==> src/rtl/hsv_core_commit_order.sv <==
`default_nettype none
// ============================================================================
// Module      : hsv_core_commit_order
// Description : In-order commit stage. Several execution units present
//               results tagged with the issue-order token. Only the result
//               whose token equals the expected token may commit. Among
//               several matching units the lowest index wins. The winner is
//               loaded into a single output register that holds its contents
//               while the downstream stage stalls. The expected token
//               advances by one per commit and wraps modulo 2^TOKEN_W.
// Revision    : 1.0 - initial release
// ----------------------------------------------------------------------------
// Optional feature:
//   HSV_COMMIT_TIMEOUT_EN - compiles in a saturating watchdog counter that
//                           raises a sticky timeout_o flag when results wait
//                           TIMEOUT cycles without a commit. When the macro
//                           is undefined, timeout_o is tied low and TIMEOUT
//                           is ignored.
// ----------------------------------------------------------------------------
// Ports:
//   clk_core          in   core clock, rising edge
//   rst_core_n        in   asynchronous active-low reset
//   flush_req         in   synchronous pipeline flush (dominates grant)
//   unit_valid_i      in   per-unit result valid
//   unit_token_i      in   per-unit issue token, slice i = unit i
//   unit_rd_addr_i    in   per-unit destination register
//   unit_rd_we_i      in   per-unit writeback enable
//   unit_result_i     in   per-unit result word
//   unit_ready_o      out  one-hot of unit accepted this cycle
//   commit_stall_i    in   downstream cannot take the commit output
//   commit_valid_o    out  commit output valid
//   commit_unit_o     out  index of committed unit
//   commit_rd_addr_o  out  committed destination register
//   commit_data_o     out  committed result word
//   commit_mask_o     out  one-hot of committed rd (0 for x0 / no write)
//   expected_token_o  out  next token allowed to commit
//   timeout_o         out  sticky watchdog flag
// ============================================================================
module hsv_core_commit_order #(
    parameter int NUM_UNITS = 5,
    parameter int TOKEN_W   = 8,
    parameter int TIMEOUT   = 255
) (
    input  logic                         clk_core,
    input  logic                         rst_core_n,
    input  logic                         flush_req,
    input  logic [NUM_UNITS-1:0]         unit_valid_i,
    input  logic [NUM_UNITS*TOKEN_W-1:0] unit_token_i,
    input  logic [NUM_UNITS*5-1:0]       unit_rd_addr_i,
    input  logic [NUM_UNITS-1:0]         unit_rd_we_i,
    input  logic [NUM_UNITS*32-1:0]      unit_result_i,
    output logic [NUM_UNITS-1:0]         unit_ready_o,
    input  logic                         commit_stall_i,
    output logic                         commit_valid_o,
    output logic [$clog2(NUM_UNITS)-1:0] commit_unit_o,
    output logic [4:0]                   commit_rd_addr_o,
    output logic [31:0]                  commit_data_o,
    output logic [31:0]                  commit_mask_o,
    output logic [TOKEN_W-1:0]           expected_token_o,
    output logic                         timeout_o
);

    localparam int UNIT_W = $clog2(NUM_UNITS);

    // ------------------------------------------------------------------
    // Per-unit slices of the flattened input buses
    // ------------------------------------------------------------------
    logic [TOKEN_W-1:0] w_token [NUM_UNITS];
    logic [4:0]         w_rd    [NUM_UNITS];
    logic [31:0]        w_data  [NUM_UNITS];
    logic [NUM_UNITS-1:0] w_match;

    // State registers
    logic               commit_valid_q, commit_valid_d;
    logic [UNIT_W-1:0]  commit_unit_q,  commit_unit_d;
    logic [4:0]         commit_rd_q,    commit_rd_d;
    logic               commit_we_q,    commit_we_d;
    logic [31:0]        commit_data_q,  commit_data_d;
    logic [TOKEN_W-1:0] expected_q,     expected_d;

    genvar gi;
    generate
        for (gi = 0; gi < NUM_UNITS; gi++) begin : g_unit
            assign w_token[gi] = unit_token_i[gi*TOKEN_W +: TOKEN_W];
            assign w_rd[gi]    = unit_rd_addr_i[gi*5 +: 5];
            assign w_data[gi]  = unit_result_i[gi*32 +: 32];
            assign w_match[gi] = unit_valid_i[gi] && (w_token[gi] == expected_q);
        end
    endgenerate

    // ------------------------------------------------------------------
    // Lowest-index match selection. Scanning from the top down and letting
    // each later (lower) match overwrite leaves the lowest index selected.
    // ------------------------------------------------------------------
    logic                 w_any;
    logic [UNIT_W-1:0]    w_win;
    logic [NUM_UNITS-1:0] w_onehot;
    logic [4:0]           w_sel_rd;
    logic                 w_sel_we;
    logic [31:0]          w_sel_data;

    always_comb begin
        w_any      = 1'b0;
        w_win      = '0;
        w_onehot   = '0;
        w_sel_rd   = '0;
        w_sel_we   = 1'b0;
        w_sel_data = '0;
        for (int i = NUM_UNITS - 1; i >= 0; i--) begin
            if (w_match[i]) begin
                w_any       = 1'b1;
                w_win       = UNIT_W'(i);
                w_onehot    = '0;
                w_onehot[i] = 1'b1;
                w_sel_rd    = w_rd[i];
                w_sel_we    = unit_rd_we_i[i];
                w_sel_data  = w_data[i];
            end
        end
    end

    // The output register can take a new commit when it is empty or when
    // its current contents are consumed this cycle.
    logic w_out_free;
    logic w_grant;

    assign w_out_free = !commit_valid_q || !commit_stall_i;
    assign w_grant    = w_any && w_out_free && !flush_req;

    // Reset gates the handshake: while reset is held the registers read as
    // empty/expected=0, which would otherwise let a token-0 result through.
    assign unit_ready_o = (w_grant && rst_core_n) ? w_onehot : '0;

    // ------------------------------------------------------------------
    // Output register / expected-token next state
    // ------------------------------------------------------------------
    always_comb begin
        commit_valid_d = commit_valid_q;
        commit_unit_d  = commit_unit_q;
        commit_rd_d    = commit_rd_q;
        commit_we_d    = commit_we_q;
        commit_data_d  = commit_data_q;
        expected_d     = expected_q;

        if (flush_req) begin
            commit_valid_d = 1'b0;
            expected_d     = '0;
        end else if (w_grant) begin
            commit_valid_d = 1'b1;
            commit_unit_d  = w_win;
            commit_rd_d    = w_sel_rd;
            commit_we_d    = w_sel_we;
            commit_data_d  = w_sel_data;
            expected_d     = expected_q + 1'b1;   // natural wrap at 2^TOKEN_W
        end else if (w_out_free) begin
            commit_valid_d = 1'b0;
        end
        // Otherwise stalled with valid output: hold everything.
    end

    always_ff @(posedge clk_core or negedge rst_core_n) begin
        if (!rst_core_n) begin
            commit_valid_q <= 1'b0;
            commit_unit_q  <= '0;
            commit_rd_q    <= '0;
            commit_we_q    <= 1'b0;
            commit_data_q  <= '0;
            expected_q     <= '0;
        end else begin
            commit_valid_q <= commit_valid_d;
            commit_unit_q  <= commit_unit_d;
            commit_rd_q    <= commit_rd_d;
            commit_we_q    <= commit_we_d;
            commit_data_q  <= commit_data_d;
            expected_q     <= expected_d;
        end
    end

    assign commit_valid_o   = commit_valid_q;
    assign commit_unit_o    = commit_unit_q;
    assign commit_rd_addr_o = commit_rd_q;
    assign commit_data_o    = commit_data_q;
    assign expected_token_o = expected_q;

    // Register x0 is never written, so it never appears in the mask.
    assign commit_mask_o = (commit_valid_q && commit_we_q && (commit_rd_q != 5'd0))
                         ? (32'd1 << commit_rd_q) : 32'd0;

    // ------------------------------------------------------------------
    // Optional watchdog
    // ------------------------------------------------------------------
`ifdef HSV_COMMIT_TIMEOUT_EN
    localparam int              CNT_W   = (TIMEOUT > 0) ? $clog2(TIMEOUT + 1) : 1;
    localparam logic [CNT_W-1:0] C_LIMIT = CNT_W'(TIMEOUT);

    logic [CNT_W-1:0] wdog_cnt_q, wdog_cnt_d;
    logic             timeout_q,  timeout_d;

    always_comb begin
        wdog_cnt_d = wdog_cnt_q;
        timeout_d  = timeout_q;
        if (flush_req || w_grant) begin
            wdog_cnt_d = '0;
        end else if ((|unit_valid_i) && !commit_stall_i && (wdog_cnt_q != C_LIMIT)) begin
            wdog_cnt_d = wdog_cnt_q + 1'b1;
        end
        // Flag rises on the edge where the count reaches the limit and
        // stays set until a flush, regardless of later commits.
        if (flush_req) begin
            timeout_d = 1'b0;
        end else if (wdog_cnt_d == C_LIMIT) begin
            timeout_d = 1'b1;
        end
    end

    always_ff @(posedge clk_core or negedge rst_core_n) begin
        if (!rst_core_n) begin
            wdog_cnt_q <= '0;
            timeout_q  <= 1'b0;
        end else begin
            wdog_cnt_q <= wdog_cnt_d;
            timeout_q  <= timeout_d;
        end
    end

    assign timeout_o = timeout_q;
`else
    assign timeout_o = 1'b0;
`endif

endmodule

`default_nettype wire
==> config.mk <==
export PLATFORM = sky130hd
export DESIGN_NAME = hsv_core_commit_order
export DESIGN_NICKNAME = d
export VERILOG_FILES = /design/src/rtl/hsv_core_commit_order.sv
export SDC_FILE = /design/constraint.sdc
export NUM_CORES = 1
export LEC_CHECK = 0
export CAP_MARGIN = 20
export CORE_UTILIZATION = 25
export CTS_CLUSTER_SIZE = 14
export DETAILED_ROUTE_END_ITERATION = 8
export SKIP_CTS_REPAIR_TIMING = 1
export SYNTH_ARGS = -nofsm -noshare
export SYNTH_HDL_FRONTEND = slang
export SYNTH_SLANG_ARGS = --single-unit
==> constraint.sdc <==
create_clock -name clk_core -period 3.2 [get_ports clk_core]
set_clock_uncertainty 0.05 [all_clocks]
set_input_delay 0.48 -clock clk_core [delete_from_list [all_inputs] [get_ports clk_core]]
set_output_delay 0.48 -clock clk_core [all_outputs]
set_load 0.03 [all_outputs]
Word level (Yosys, flattened, before mapping). Index checks and enable logic that the tools add are counted.

Reduce and logical (&&, ||, !) cells: 18. Add/subtract/negate cells: 1. Equality and inequality tests: 5. Mux-type cells: 37. Shifts and indexed selects: 1. Bitwise operators: 1.

Operators with widths (number): 32-bit two-way mux (6); 5-bit two-way mux (11); 8-bit == test (5); 1-bit by 5-bit << shifter with 32-bit output, first input constant (1); 8-bit two-way mux (2); 3-bit two-way mux (5); 1-bit two-way mux (13); 1-bit logical AND (10); 8-bit by 1-bit adder with 8-bit output, second input constant (1); 5-bit nonzero test (1); 1-bit zero test (3); 3-bit nonzero test (1); 2-bit AND reduction (1); 2-bit nonzero test (1); 1-bit logical OR (1); 1-bit NOT (1).

Flip-flop bits (word level): 50. Word-level logic and storage cells: 69. Input bits: 239. Output and inout bits: 87.

Depth between registers and ports, before layout. Gate-level depths: netlist of run 1.

Depth in word-level cells: 11. Depth in mapped cells: 10.

Worst setup path after synthesis of run 1. Ideal clock, no wire load.

Path type: register -> output. Start point: reg expected_q[1] (netlist: expected_token_o[1]). End point: out unit_ready_o[4]. Path buffers: 3. Data arrival time: 2.414 ns. Cell stages (with the launch flop): 8. Setup slack: 0.256 ns. Path through: dfrtp_1 > buf_4 > xnor2_1 > nand4_1 > or3_1 > buf_2 > buf_2 > nor3_1.

Word-level cells in the longest chain between the ends: 11. Elaborated cells on any way between the ends: 24.

Ends and longest elaborated chain: start: declaration (RTL line 79) `logic [TOKEN_W-1:0] expected_q, expected_d;`; start signal: assignment (RTL line 175) `expected_q <= expected_d;`; 8-bit == test (RTL line 87) `assign w_match[gi] = unit_valid_i[gi] && (w_token[gi] == expected_q);`; 1-bit logical AND (RTL line 87); 1-bit two-way mux (5 in a row) (RTL line 110) `if (w_match[i]) begin`; 1-bit logical AND (2 in a row) (RTL line 128) `assign w_grant = w_any && w_out_free && !flush_req;`; 1-bit logical AND (RTL line 132) `assign unit_ready_o = (w_grant && rst_core_n) ? w_onehot : '0;`; 5-bit two-way mux * (RTL line 132); end: declaration (RTL line 52) `output logic [NUM_UNITS-1:0] unit_ready_o,`.

Mark *: on every way between the ends. The rest lies on a longest branch, timed or not.

Worst setup path after layout of run 1.
Start point: in unit_token_i[22]. End point: out unit_ready_o[2].

Word-level cells in the longest chain between the ends: 9. Elaborated cells on any way between the ends: 12.

Ends and longest elaborated chain: start: declaration (RTL line 48) `input logic [NUM_UNITS*TOKEN_W-1:0] unit_token_i,`; 8-bit == test * (RTL line 87); 1-bit logical AND * (RTL line 87); 1-bit two-way mux (3 in a row) (RTL line 110); 1-bit logical AND (2 in a row) (RTL line 128); 1-bit logical AND (RTL line 132); 5-bit two-way mux * (RTL line 132).

Marked as above.

==> results by stage, run 1 <==
Outcome:
- The run finished with clean final reports.

Layout:
- The synthesis-to-finish area growth is 70.3%.
- The final net count is 1180.
- Cells with a size suffix above 1 make up 11.5% of the layout.

Die:
- The die covers 21600 sq um.
- The row count is 52.
- The die is ~150 um wide.
- The height of the die is 147 um.
- The initial utilization of the core area, before any placement, comes to around a quarter.
- The I/O pin total is between 300 and 400.
- After floorplanning, the core was sized to cover 20400 sq um.

Flow run:
- The count of maximum capacitance violations is 0.

Pwr:
- The share of power burned in registers is 35.8%.
- The standby leakage power is 3.61 nW.
- The worst vdd rail ir drop is 0.172 mV.
- Of the total power, the clock network draws 35.9%.
- Net switching is 26.4% of the power.
- For this design the ratio of total power to cell area is 201 nW/um^2.
- Combinational logic burns 28.3% of the power.
- The total chip power is 1.80 mW.
- Summed over all nets, the switching power comes to 0.476 mW.
- The internal power of the cells totals 1.33 mW.

Timing:
- The final-report max-slew violation count is 0.
- The final-report hold violation count is 0.
- Setup repair after global routing left no endpoint under its margin.
- The routed design could run at a clock period as short as 3120 ps.
- The total negative slack is 0 ps.
- The count of endpoints failing setup in the final report is 0.
- Measured against its own limit, the worst slew margin works out to roughly two fifths.
- Setup slack closes at 75.4 ps.
- The final critical path takes up a little over nine tenths of the cycle.
- The peak clock frequency supported by timing is approximately 320 MHz.
- The slew at the pin closest to its max-slew limit is 910 ps.

Yosys:
- The summed instance area of the synthesized netlist is 5260 sq um.
- The average footprint of a synthesized cell is 8.18 sq um.
- During synthesis, Yosys emitted a total of 0 warnings.
- Synthesis produced between 600 and 700 cells.
- The synthesized design contains 50 register bits.
- The predominant post-synthesis flop cell is sky130_fd_sc_hd__dfrtp_1.
- The count of distinct cell types in the synthesized netlist is 47.
- After synthesis, the cell types taking the most area are sky130_fd_sc_hd__dfrtp_1 24%, sky130_fd_sc_hd__nor4_1 6.5%, sky130_fd_sc_hd__o211ai_1 5.7%, sky130_fd_sc_hd__xnor2_1 5.0%, sky130_fd_sc_hd__inv_1 4.8%.
- Ranked by instance count, the synthesized netlist is headed by 67 x sky130_fd_sc_hd__inv_1, 55 x sky130_fd_sc_hd__nor4_1, 50 x sky130_fd_sc_hd__dfrtp_1.
- Of the synthesized area, sequential elements account for 23.8%.
- The dominant cell by count in the synthesized netlist is sky130_fd_sc_hd__inv_1.
- The biggest area consumer among synthesized cells is sky130_fd_sc_hd__dfrtp_1.
- The fraction of registers with async set/reset is 100%.
- The count of flip-flops with a built-in enable after synthesis is 0.
- The area share of the largest cell type after synthesis is 23.8%.

Global routing:
- The first global-routing pass estimated 38.6 mm of wire.
- Summed over all layers, the global routing overflow is 0.
- The via count of the first global-routing pass is 6409.
- The total routing resource utilization after global routing is between 20% and 30%.
- The maximum number of pins on one net before global-route repair is 51.
- The initial antenna violation count is 1.

Drt:
- The total vias in the final route is 6367.
- The pre-antenna-repair detailed-routing pass consisted of 4 iterations.
- The number of nets with antenna violations after routing is 0.
- After the first detailed-routing iteration, the DRC count stood at 298.
- The post-route DRC violation count is 0.
- After detailed routing, the number of vias per cell comes to roughly 5.3.
- In the final routed layout, each cell accounts on average for 21.3 um.
- Summed over all layers, the routed wires come to approximately 26 mm.

Min path:
- The tightest min-delay check is of the primary input to asynchronous set/reset pin type.

Critical path:
- The cell with the biggest individual delay on the critical path is sky130_fd_sc_hd__or3_2.
- The worst setup path is launched from a primary input.
- The path type of the worst setup path is primary input to output pin.
- The largest single stage delay on the critical path is approximately 560 ps.
- The highest net fanout along the worst path is 15.
- The type of destination of the critical path is an output pin.
- The arrival time of the worst setup path is 2590 ps.
- The signal on the critical path passes through clkdlybuf4s50_1 -> xnor2_1 -> nand4_1 -> or3_2 -> buf_4 -> nor3_1 -> buf_12.
- For the worst setup path, the data required time is 2670 ps.

Placement:
- At the end of routability-driven placement, the weighted congestion stood at roughly 0.86.
- At the placement stage, the worst setup path has a slack of 62.5 ps.
- The quantity of I/O buffers inserted on ports is 323.
- The post-detailed-placement half-perimeter wirelength is roughly 20 mm.

CTS:
- Clock tree synthesis found a total of 50 sinks.
- The clock edge transition at the registers on the reported setup and hold paths is 70 ps.
- The number of buffers created by CTS is 5.
- The CTS tree is built.
- The latest clock arrival within the worst-skew pair is 300 ps.
- The tree is rooted in a sky130_fd_sc_hd__clkbuf_16.
- The number of H-tree levels is 2.
- The clock tree buffer depth is 2.
[kinds of logic after synthesis]
| logic type | after synthesis | share of synthesized area, % |
|---|---|---|
| buffers and inverters | 140 | 12.5 |
| flip-flops | 50 | 23.8 |
| other | 1 | 0.0713 |
| AND/OR/NAND/NOR | 197 | 22.3 |
| XOR/XNOR | 40 | 8.09 |
| adder cells (fa/ha/maj) | 1 | 0.238 |
| multiplexers | 15 | 3.05 |
| AO/OA/AOI/OAI | 199 | 30.0 |
[layout make-up]
class	count	area [sq um]
diodes	1	2.50
clock buffers	5	125
clock inverters	3	40.0
fillers	2077	11500
inverters	67	251
multi-input cells	454	3400
flip-flops and latches	50	1260
well taps	270	338
repair buffers	362	3550
[placed cells by master (no fill, tap or decap), types with 17 or more instances in the layout]
cell,instances
sky130_fd_sc_hd__nor2_1,39
sky130_fd_sc_hd__o2bb2ai_1,27
sky130_fd_sc_hd__a31o_1,17
sky130_fd_sc_hd__inv_1,67
sky130_fd_sc_hd__xnor2_1,30
sky130_fd_sc_hd__buf_4,41
sky130_fd_sc_hd__nor4_1,55
sky130_fd_sc_hd__o211ai_1,40
sky130_fd_sc_hd__a211o_1,20
sky130_fd_sc_hd__dfrtp_1,46
sky130_fd_sc_hd__a211oi_1,30
sky130_fd_sc_hd__clkdlybuf4s50_1,316
sky130_fd_sc_hd__and3_1,23
sky130_fd_sc_hd__a31oi_1,31
[stage by stage]
stage / utilization (%) / instance area, sq um / hold slack, ps / cells
2_1_floorplan: - / 5260 / 134 / 644
3_3_place_gp: 42.9 / 8760 / 423 / 1202
3_5_place_dp: 43.0 / 8780 / 424 / 1203
4_1_cts: 43.8 / 8950 / 381 / 1211
5_1_grt: 43.8 / 8960 / 390 / 1212
6_report: 43.8 / 8960 / 342 / 1212
[routing by layer]
| metal | vias up | track usage [%] | routed length, um | share of wire (%) |
|---|---|---|---|---|
| met5 | - | 0 | 0 | 0 |
| met4 | 0 | 7.63 | 772 | 3.0 |
| met3 | 38 | 5.75 | 1980 | 7.7 |
| met2 | 299 | 40.7 | 12500 | 49 |
| met1 | 3032 | 28.5 | 10500 | 41 |
| li1 | 2998 | - | - | - |
[power by group through the flow]
stage | registers (mW) | logic (mW) | clock network, mW
finish | 0.646 | 0.509 | 0.647
global placement | 0.658 | 0.508 | 0
floorplan | 0.670 | 0.119 | 0
detailed placement | 0.658 | 0.510 | 0
CTS | 0.646 | 0.512 | 0.666
global route | 0.647 | 0.544 | 0.695
[critical path, delay by kind of cell]
family,cells,cell delay [ps]
XOR/XNOR,1,120
AND/OR/NAND/NOR,3,1100
buffers and inverters,3,900
[path summary, 6_finish.rpt]
path                                     startpoint                end  slack (ps)  cells after the start
worst min-delay path                     rst_core_n  commit_data_o[15]         340                      2
worst max-delay path               unit_token_i[22]    unit_ready_o[2]          80                      7
min in group clk_core              commit_data_o[1]   commit_data_o[1]         450                      1
max in group asynchronous                rst_core_n     commit_valid_o        2220                      2
worst max register to register  expected_token_o[3]  commit_data_o[12]         460                      9
worst min register to register     commit_data_o[1]   commit_data_o[1]         450                      1
[flip-flops by register name (all words and copies together), names as in the netlist]
name and flops:
commit_data_o 32, commit_we_q 1, commit_rd_addr_o 5, commit_valid_o 1
commit_unit_o 3, expected_token_o 8
No activity file was read; power rests on OpenSTA's default activity.
==> run 2, diff against run 1 <==
==> constraint.sdc (replaced) <==
create_clock -name clk_core -period 2.94 [get_ports clk_core]
set_clock_uncertainty 0.05 [all_clocks]
set_input_delay 0.441 -clock clk_core [delete_from_list [all_inputs] [get_ports clk_core]]
set_output_delay 0.441 -clock clk_core [all_outputs]
set_load 0.03 [all_outputs]
==> results by stage, run 2 (synthesis gave the netlist of run 1 again) <==
Timing:
- The final critical-path share of the clock period is between 90% and 100%.
- Timing would allow up to 348 MHz.
- The remaining max-slew budget at the tightest pin is between 50% and 60%.
- Setup repair after global routing left no endpoint under its margin.
- The final-report hold violation count is 0.
- The minimum clock period is 2870 ps.
- The final-report max-slew violation count is 0.
- For the pin with the worst max-slew slack, the measured transition is 741 ps.
- The count of endpoints failing setup in the final report is 0.

CTS:
- The number of H-tree levels is 2.
- The clock passes through at most 2 buffers.
- TritonCTS created 5 clock buffers.
- The latest clock arrival within the worst-skew pair is 300 ps.
- CTS placed an instance of sky130_fd_sc_hd__clkbuf_16 at the clock tree root.
- The clock sink total is 50.
- The CTS tree is built.
- After clock tree synthesis, the clock-pin slew on the worst setup and hold paths is 70 ps.

Layout:
- Leaving out fill and tap cells, the most frequent cell in the layout is sky130_fd_sc_hd__clkdlybuf4s50_1.
- After routing the design area is 9240 sq um.
- The register with the most flip-flops in the layout has 32 of them.
- The final net count is roughly 1200.
- Of the cells placed in the final design, the portion with a size suffix greater than 1 is between 10% and 20%.
- The register area is 1260 sq um.
- Compared with the post-synthesis result, the final layout area differs by 75.7%.
- The non-filler instance count after layout is 1236.
- The library cells used most frequently in the layout, excluding fill and tap cells, are 311 x sky130_fd_sc_hd__clkdlybuf4s50_1, 67 x sky130_fd_sc_hd__inv_1, 58 x sky130_fd_sc_hd__buf_4.
- The area occupied by multi-input gates is about 3400 sq um.
- The filler cell count is between 2000 and 2500.

Critical path:
- For the worst setup path, the data required time is ~2500 ps.
- The worst reg2reg path depth is 8.
- The capturing point of the worst reg2reg path is commit_data_o[14].
- The worst setup path is of the flip-flop to output pin kind.
- Data on the critical path arrives at its endpoint at 2380 ps.
- The reg-to-reg startpoint is expected_token_o[5].
- STA classifies the critical path endpoint as an output pin.
- In this run the register-to-register setup slack is approximately 380 ps.
- STA classifies the critical path startpoint as a flip-flop.
- Along the worst path, the maximum fanout reaches 4.

Pwr:
- The worst vdd rail ir drop is 0.207 mV.
- In this run the static leakage power is between 3 and 4 nW.
- Net switching is 26.6% of the power.
- Overall power consumption after layout is estimated at 1.92 mW.
- For this design the ratio of total power to cell area is 208 nW/um^2.
- Combinational logic is responsible for between 20% and 30% of the overall power.
- The internal portion of the total power is 1.41 mW.
- The portion of total power attributed to the clock network is 34.3%.
- Registers are responsible for 36.6% of the overall power.
- The net switching power of the design is 0.512 mW.

Placement:
- The routability congestion estimate is ~0.85.
- Port buffering added 323 buffers.
- The post-place instance area is roughly 9000 sq um.
- The post-detailed-placement half-perimeter wirelength is 19.7 mm.
- Including well taps, the total number of placed cells is 1226.

Drt:
- The post-route DRC violation count is 0.
- Summed over all layers, the routed wires come to 25.6 mm.
- The initial DRC count is 256.
- The number of nets with antenna violations after routing is 0.
- The average wire length per cell after detail routing is 20.7 um.
- Dividing the detail-routed via count by the number of cells gives 5.19.
- Detailed routing inserted a total of roughly 6400 vias.
- The total iterations of the first detailed-routing run is 4.

Outcome:
- The run finished with clean final reports.

Global routing:
- The met3 layer usage reported by global route is 5.12%.
- Entering global routing, the biggest net connects 51 pins.
- The global-route wire length before repair is 38.6 mm.
- The routing usage on met1 is between 20% and 30%.
- Global routing used 23.4% of the available tracks.
- The initial antenna violation count is 2.
- The global-route congestion overflow total is 0.
- The routing usage on met2 is approximately two fifths.
- The via count of the first global-routing pass is between 6000 and 7000.
- The most heavily used metal layer in global routing is met2.

Die:
- The core region is 20400 sq um.
- Measured along the x axis, the die boundary spans 147 um.
- The row count is between 50 and 60.
- The die is 147 um tall.
- Once the floorplan was initialized, standard cells occupied 25.7% of the core.
- In this run the count of I/O pins placed on the die edge is roughly 330.
- The die covers 21600 sq um.

Flow run:
- The count of maximum capacitance violations is 0.

Min path:
- The min-delay analysis places its worst path in the category primary input to asynchronous set/reset pin.
==> run 2: changes by cell type in the layout (fill, tap and decap cells not counted), moves of 2 or more <==
cell	previous run	this run
sky130_fd_sc_hd__or3_1	6	4
sky130_fd_sc_hd__buf_12	3	8
sky130_fd_sc_hd__clkdlybuf4s50_1	316	311
sky130_fd_sc_hd__buf_4	41	58
sky130_fd_sc_hd__dlymetal6s2s_1	1	6
sky130_fd_sc_hd__clkinv_2	2	0
sky130_fd_sc_hd__clkbuf_8	0	2
sky130_fd_sc_hd__or3_4	0	3
==> run 2: power by group through the flow <==
stage	clock [mW]	sequential [mW]	combinational, mW
6_report	0.660	0.703	0.560
4_1_cts	0.682	0.704	0.561
3_5_place_dp	0	0.717	0.558
5_1_grt	0.711	0.705	0.598
3_3_place_gp	0	0.717	0.555
2_1_floorplan	0	0.730	0.130
==> run 2: how the worst max path moves through the flow <==
stage | to | from | depth (start not counted)
floorplan | unit_ready_o[4] | expected_token_o[1] | 7
global placement | unit_ready_o[4] | unit_token_i[36] | 6
detailed placement | unit_ready_o[4] | unit_token_i[36] | 6
CTS | commit_mask_o[9] | commit_rd_addr_o[0] | 5
global route | commit_mask_o[20] | commit_rd_addr_o[0] | 5
finish | commit_mask_o[20] | commit_rd_addr_o[0] | 5
==> run 2: final cells by class <==
cell class / instances / area share, %
timing repair buffer: 385 / 41.2
multi-input combinational: 454 / 37.0
sequential: 50 / 13.6
tap: 270 / 3.66
inverter: 67 / 2.72
clock buffer: 7 / 1.65
clock inverter: 1 / 0.0948
antenna: 2 / 0.0542
==> run 2: metal layers <==
| metal | vias up | part of all wire (%) |
|---|---|---|
| li1 | 3052 | - |
| met1 | 3108 | 43 |
| met2 | 236 | 49 |
| met3 | 22 | 6.5 |
| met4 | 0 | 1.6 |
| met5 | - | 0 |
==> run 2: worst max-delay path, stage by stage (launching register included) <==
cell	delay (ps)
sky130_fd_sc_hd__dfrtp_1	450
sky130_fd_sc_hd__inv_1	220
sky130_fd_sc_hd__nand4_1	160
sky130_fd_sc_hd__or2_2	350
sky130_fd_sc_hd__nor2_1	200
sky130_fd_sc_hd__clkdlybuf4s50_1	700
==> run 2: metrics by stage <==
| step | hold WS (ps) | setup slack, ps | TNS, ps | util, % |
|---|---|---|---|---|
| floorplan | 95.4 | 34.9 | 0 | - |
| global placement | 422 | -0.0442 | -0.0442 | 44.1 |
| detailed placement | 423 | 48.0 | 0 | 44.1 |
| CTS | 328 | -133 | -544 | 44.9 |
| global route | 347 | 5.24 | 0 | 45.2 |
| finish | 289 | 65.1 | 0 | 45.2 |
==> run 3, diff against run 2 <==
--- a/config.mk
+++ b/config.mk
@@ -6,10 +6,14 @@
 export NUM_CORES = 1
 export LEC_CHECK = 0
 export CAP_MARGIN = 20
-export CORE_UTILIZATION = 25
+export CORE_AREA = 2 2 127 129
+export CTS_BUF_LIST = sky130_fd_sc_hd__clkbuf_8
 export CTS_CLUSTER_SIZE = 14
 export DETAILED_ROUTE_END_ITERATION = 8
+export DIE_AREA = 0 0 129 131
+export PLACE_DENSITY = 0.75
 export SKIP_CTS_REPAIR_TIMING = 1
+export SKIP_LAST_GASP = 1
 export SYNTH_ARGS = -nofsm -noshare
 export SYNTH_HDL_FRONTEND = slang
 export SYNTH_SLANG_ARGS = --single-unit
==> results by stage, run 3 (synthesis gave the netlist of run 1 again) <==
Placement:
- The quantity of I/O buffers inserted on ports is roughly 320.
- The routability congestion estimate is 0.838.
- The post-detailed-placement half-perimeter wirelength is approximately 19 mm.

Critical path:
- The worst register-to-register path begins at expected_token_o[7].
- The nature of the critical path startpoint is a flip-flop.
- For the worst setup path, the data required time is roughly 2500 ps.
- The highest net fanout along the worst path is 7.
- The family with the most delay on the worst path is simple AND/OR/NAND/NOR gates.
- The setup path with the least slack is of type flip-flop to output pin.
- The most critical setup path has its startpoint at expected_token_o[5].
- Walking the worst path, the cells encountered are buf_4 -> xnor2_1 -> nand3_1 -> or3_4 -> buf_4 -> nor3_1 -> buf_4.
- On the critical path, the stage with the largest delay is an instance of sky130_fd_sc_hd__dfrtp_1.
- The arrival time of the worst setup path is 2410 ps.
- The worst stage delay on the critical path is 520 ps.
- The cell occurring most often along the worst timing path is sky130_fd_sc_hd__buf_4.
- The worst setup path is captured at an output pin.
- The critical path contains buffers and inverters numbering 3 combined.

Layout:
- The antenna diode count is 0.
- Cells with a size suffix above 1 make up 12.9% of the layout.
- Leaving out fill and tap cells, the most frequent cell in the layout is sky130_fd_sc_hd__clkdlybuf4s50_1.
- The synthesis-to-finish area growth is 71.6%.
- The library cells used most frequently in the layout, excluding fill and tap cells, are 308 x sky130_fd_sc_hd__clkdlybuf4s50_1, 68 x sky130_fd_sc_hd__inv_1, 55 x sky130_fd_sc_hd__nor4_1.
- The filler cell count is 1461.
- The register with the most flip-flops in the layout has 32 of them.
- The final net count is about 1200.

Die:
- For this design the top-level I/O count stands at ~330.
- The initial utilization of the core area, before any placement, comes to between 30% and 40%.
- The row count is 46.
- The floorplan step defined a die boundary enclosing 16900 sq um.
- The horizontal die dimension is between 100 and 150 um.
- The core area is approximately 16000 sq um.
- The die is 131 um tall.

Timing:
- For the pin with the worst max-slew slack, the measured transition is between 700 and 800 ps.
- After layout, the minimum clock period comes to 2900 ps.
- The total negative slack is 0 ps.
- The final-report hold violation count is 0.
- The tightest hold path in the finished design has a slack of between 200 and 250 ps.
- In the finished design, the share of the clock period the worst path needs comes to 98.6%.
- Setup violations remaining at the end of the flow were counted as 0.
- Setup repair after global routing could not meet its margin everywhere.
- The final-report max-slew violation count came to 0.
- The peak clock frequency supported by timing is approximately 340 MHz.
- In this run the tightest slew margin relative to its limit is 52.3%.

Pwr:
- The standby leakage power is 3.84 nW.
- The total chip power is 1.69 mW.
- For this design the ratio of total power to cell area is 187 nW/um^2.
- IR analysis of the VDD net gives a maximum drop of 0.193 mV.

CTS:
- The CTS tree is built.
- The H-tree was split into 2 levels.
- The number of buffers created by CTS is 5.
- The clock sink total is 50.
- Clock-pin slew was measured on the worst setup and hold paths at 110 ps.
- The clock tree buffer depth is 2.
- The latest clock arrival within the worst-skew pair is 310 ps.
- The root cell of the clock tree is sky130_fd_sc_hd__clkbuf_8.

Drt:
- In this run the remaining antenna-violating nets after routing total 0.
- Using the TritonRoute via totals, the vias-per-cell ratio works out to 5.54.
- Summed over all layers, the routed wires come to 24.1 mm.
- The first TritonRoute pass finished after 5 iterations.
- After detailed routing, the average wire length per cell comes to 20.6 um.
- The total vias in the final route is 6500.
- For this block, the initial DRC count from the detailed router was 442.
- In the routed design, unresolved DRC markers number 0.

Min path:
- The path category of the worst min-delay check is primary input to asynchronous set/reset pin.

Outcome:
- The flow ran to the end, and the final reports show no timing, DRC or antenna violations.

Global routing:
- The via count of the first global-routing pass is 6304.
- Global routing used a little over a quarter of the available tracks across all layers.
- The global-route congestion overflow total is 0.
- The maximum number of pins on one net before global-route repair is 51.
- The global-route wire length before repair is 35.5 mm.
- The initial antenna violation count came to 0.

Flow run:
- Max-cap violations in this run came to 0.
## run 3: layer usage
| layer | track usage (%) | routed length, um | part of all wire, % |
|---|---|---|---|
| met1 | 35.4 | 10000 | 42 |
| met2 | 46.5 | 11600 | 48 |
| met3 | 5.01 | 1780 | 7.4 |
| met4 | 8.44 | 682 | 2.8 |
| met5 | 0 | 0 | 0 |
## run 3: area by class of cell
class	instances	area, sq um	area share [%]
flip-flops and latches	50	1250	13.9
well taps	216	270	2.99
clock buffers	5	68.8	0.762
multi-input cells	454	3400	37.7
inverters	67	251	2.79
repair buffers	380	3770	41.7
clock inverters	2	11.3	0.125
## run 3: worst register-to-register path, cell delays in order, from the launching register on
cell	delay, ps
sky130_fd_sc_hd__dfrtp_2	500
sky130_fd_sc_hd__buf_4	180
sky130_fd_sc_hd__xnor2_1	130
sky130_fd_sc_hd__nand3_2	70
sky130_fd_sc_hd__buf_4	400
sky130_fd_sc_hd__nor3_4	100
sky130_fd_sc_hd__buf_4	170
sky130_fd_sc_hd__nor4_4	360
sky130_fd_sc_hd__buf_4	270
sky130_fd_sc_hd__a211oi_1	100
sky130_fd_sc_hd__a22o_1	210
## run 3: per-stage QoR
stage / instance area, sq um / utilization (%) / cells / worst slack (ps)
6_report: 9030 / 57.9 / 1174 / 39.9
5_1_grt: 9030 / 57.9 / 1174 / -105
4_1_cts: 8980 / 57.6 / 1173 / -72.6
3_5_place_dp: 8900 / 57.1 / 1166 / 40.6
3_3_place_gp: 8900 / 57.1 / 1166 / 106
2_1_floorplan: 5260 / - / 644 / 34.9
## run 3: path summary, 6_finish.rpt
| kind | slack, ps | cells after the start | endpoint |
|---|---|---|---|
| max | 40 | 7 | unit_ready_o[4] |
| min | 240 | 2 | commit_data_o[14] |
| min in group clk_core | 450 | 1 | commit_data_o[4] |
| max in group asynchronous | 2080 | 2 | expected_token_o[2] |
| min reg2reg | 450 | 1 | commit_data_o[4] |
| max reg2reg | 320 | 10 | commit_data_o[28] |
## run 3: report_power, final
group	total, mW	leakage, nW	switching [mW]	internal [mW]
sequential	0.702	0.686	0.00729	0.695
combinational	0.560	3.11	0.207	0.353
clock	0.425	0.0414	0.264	0.161
total	1.69	3.84	0.478	1.21
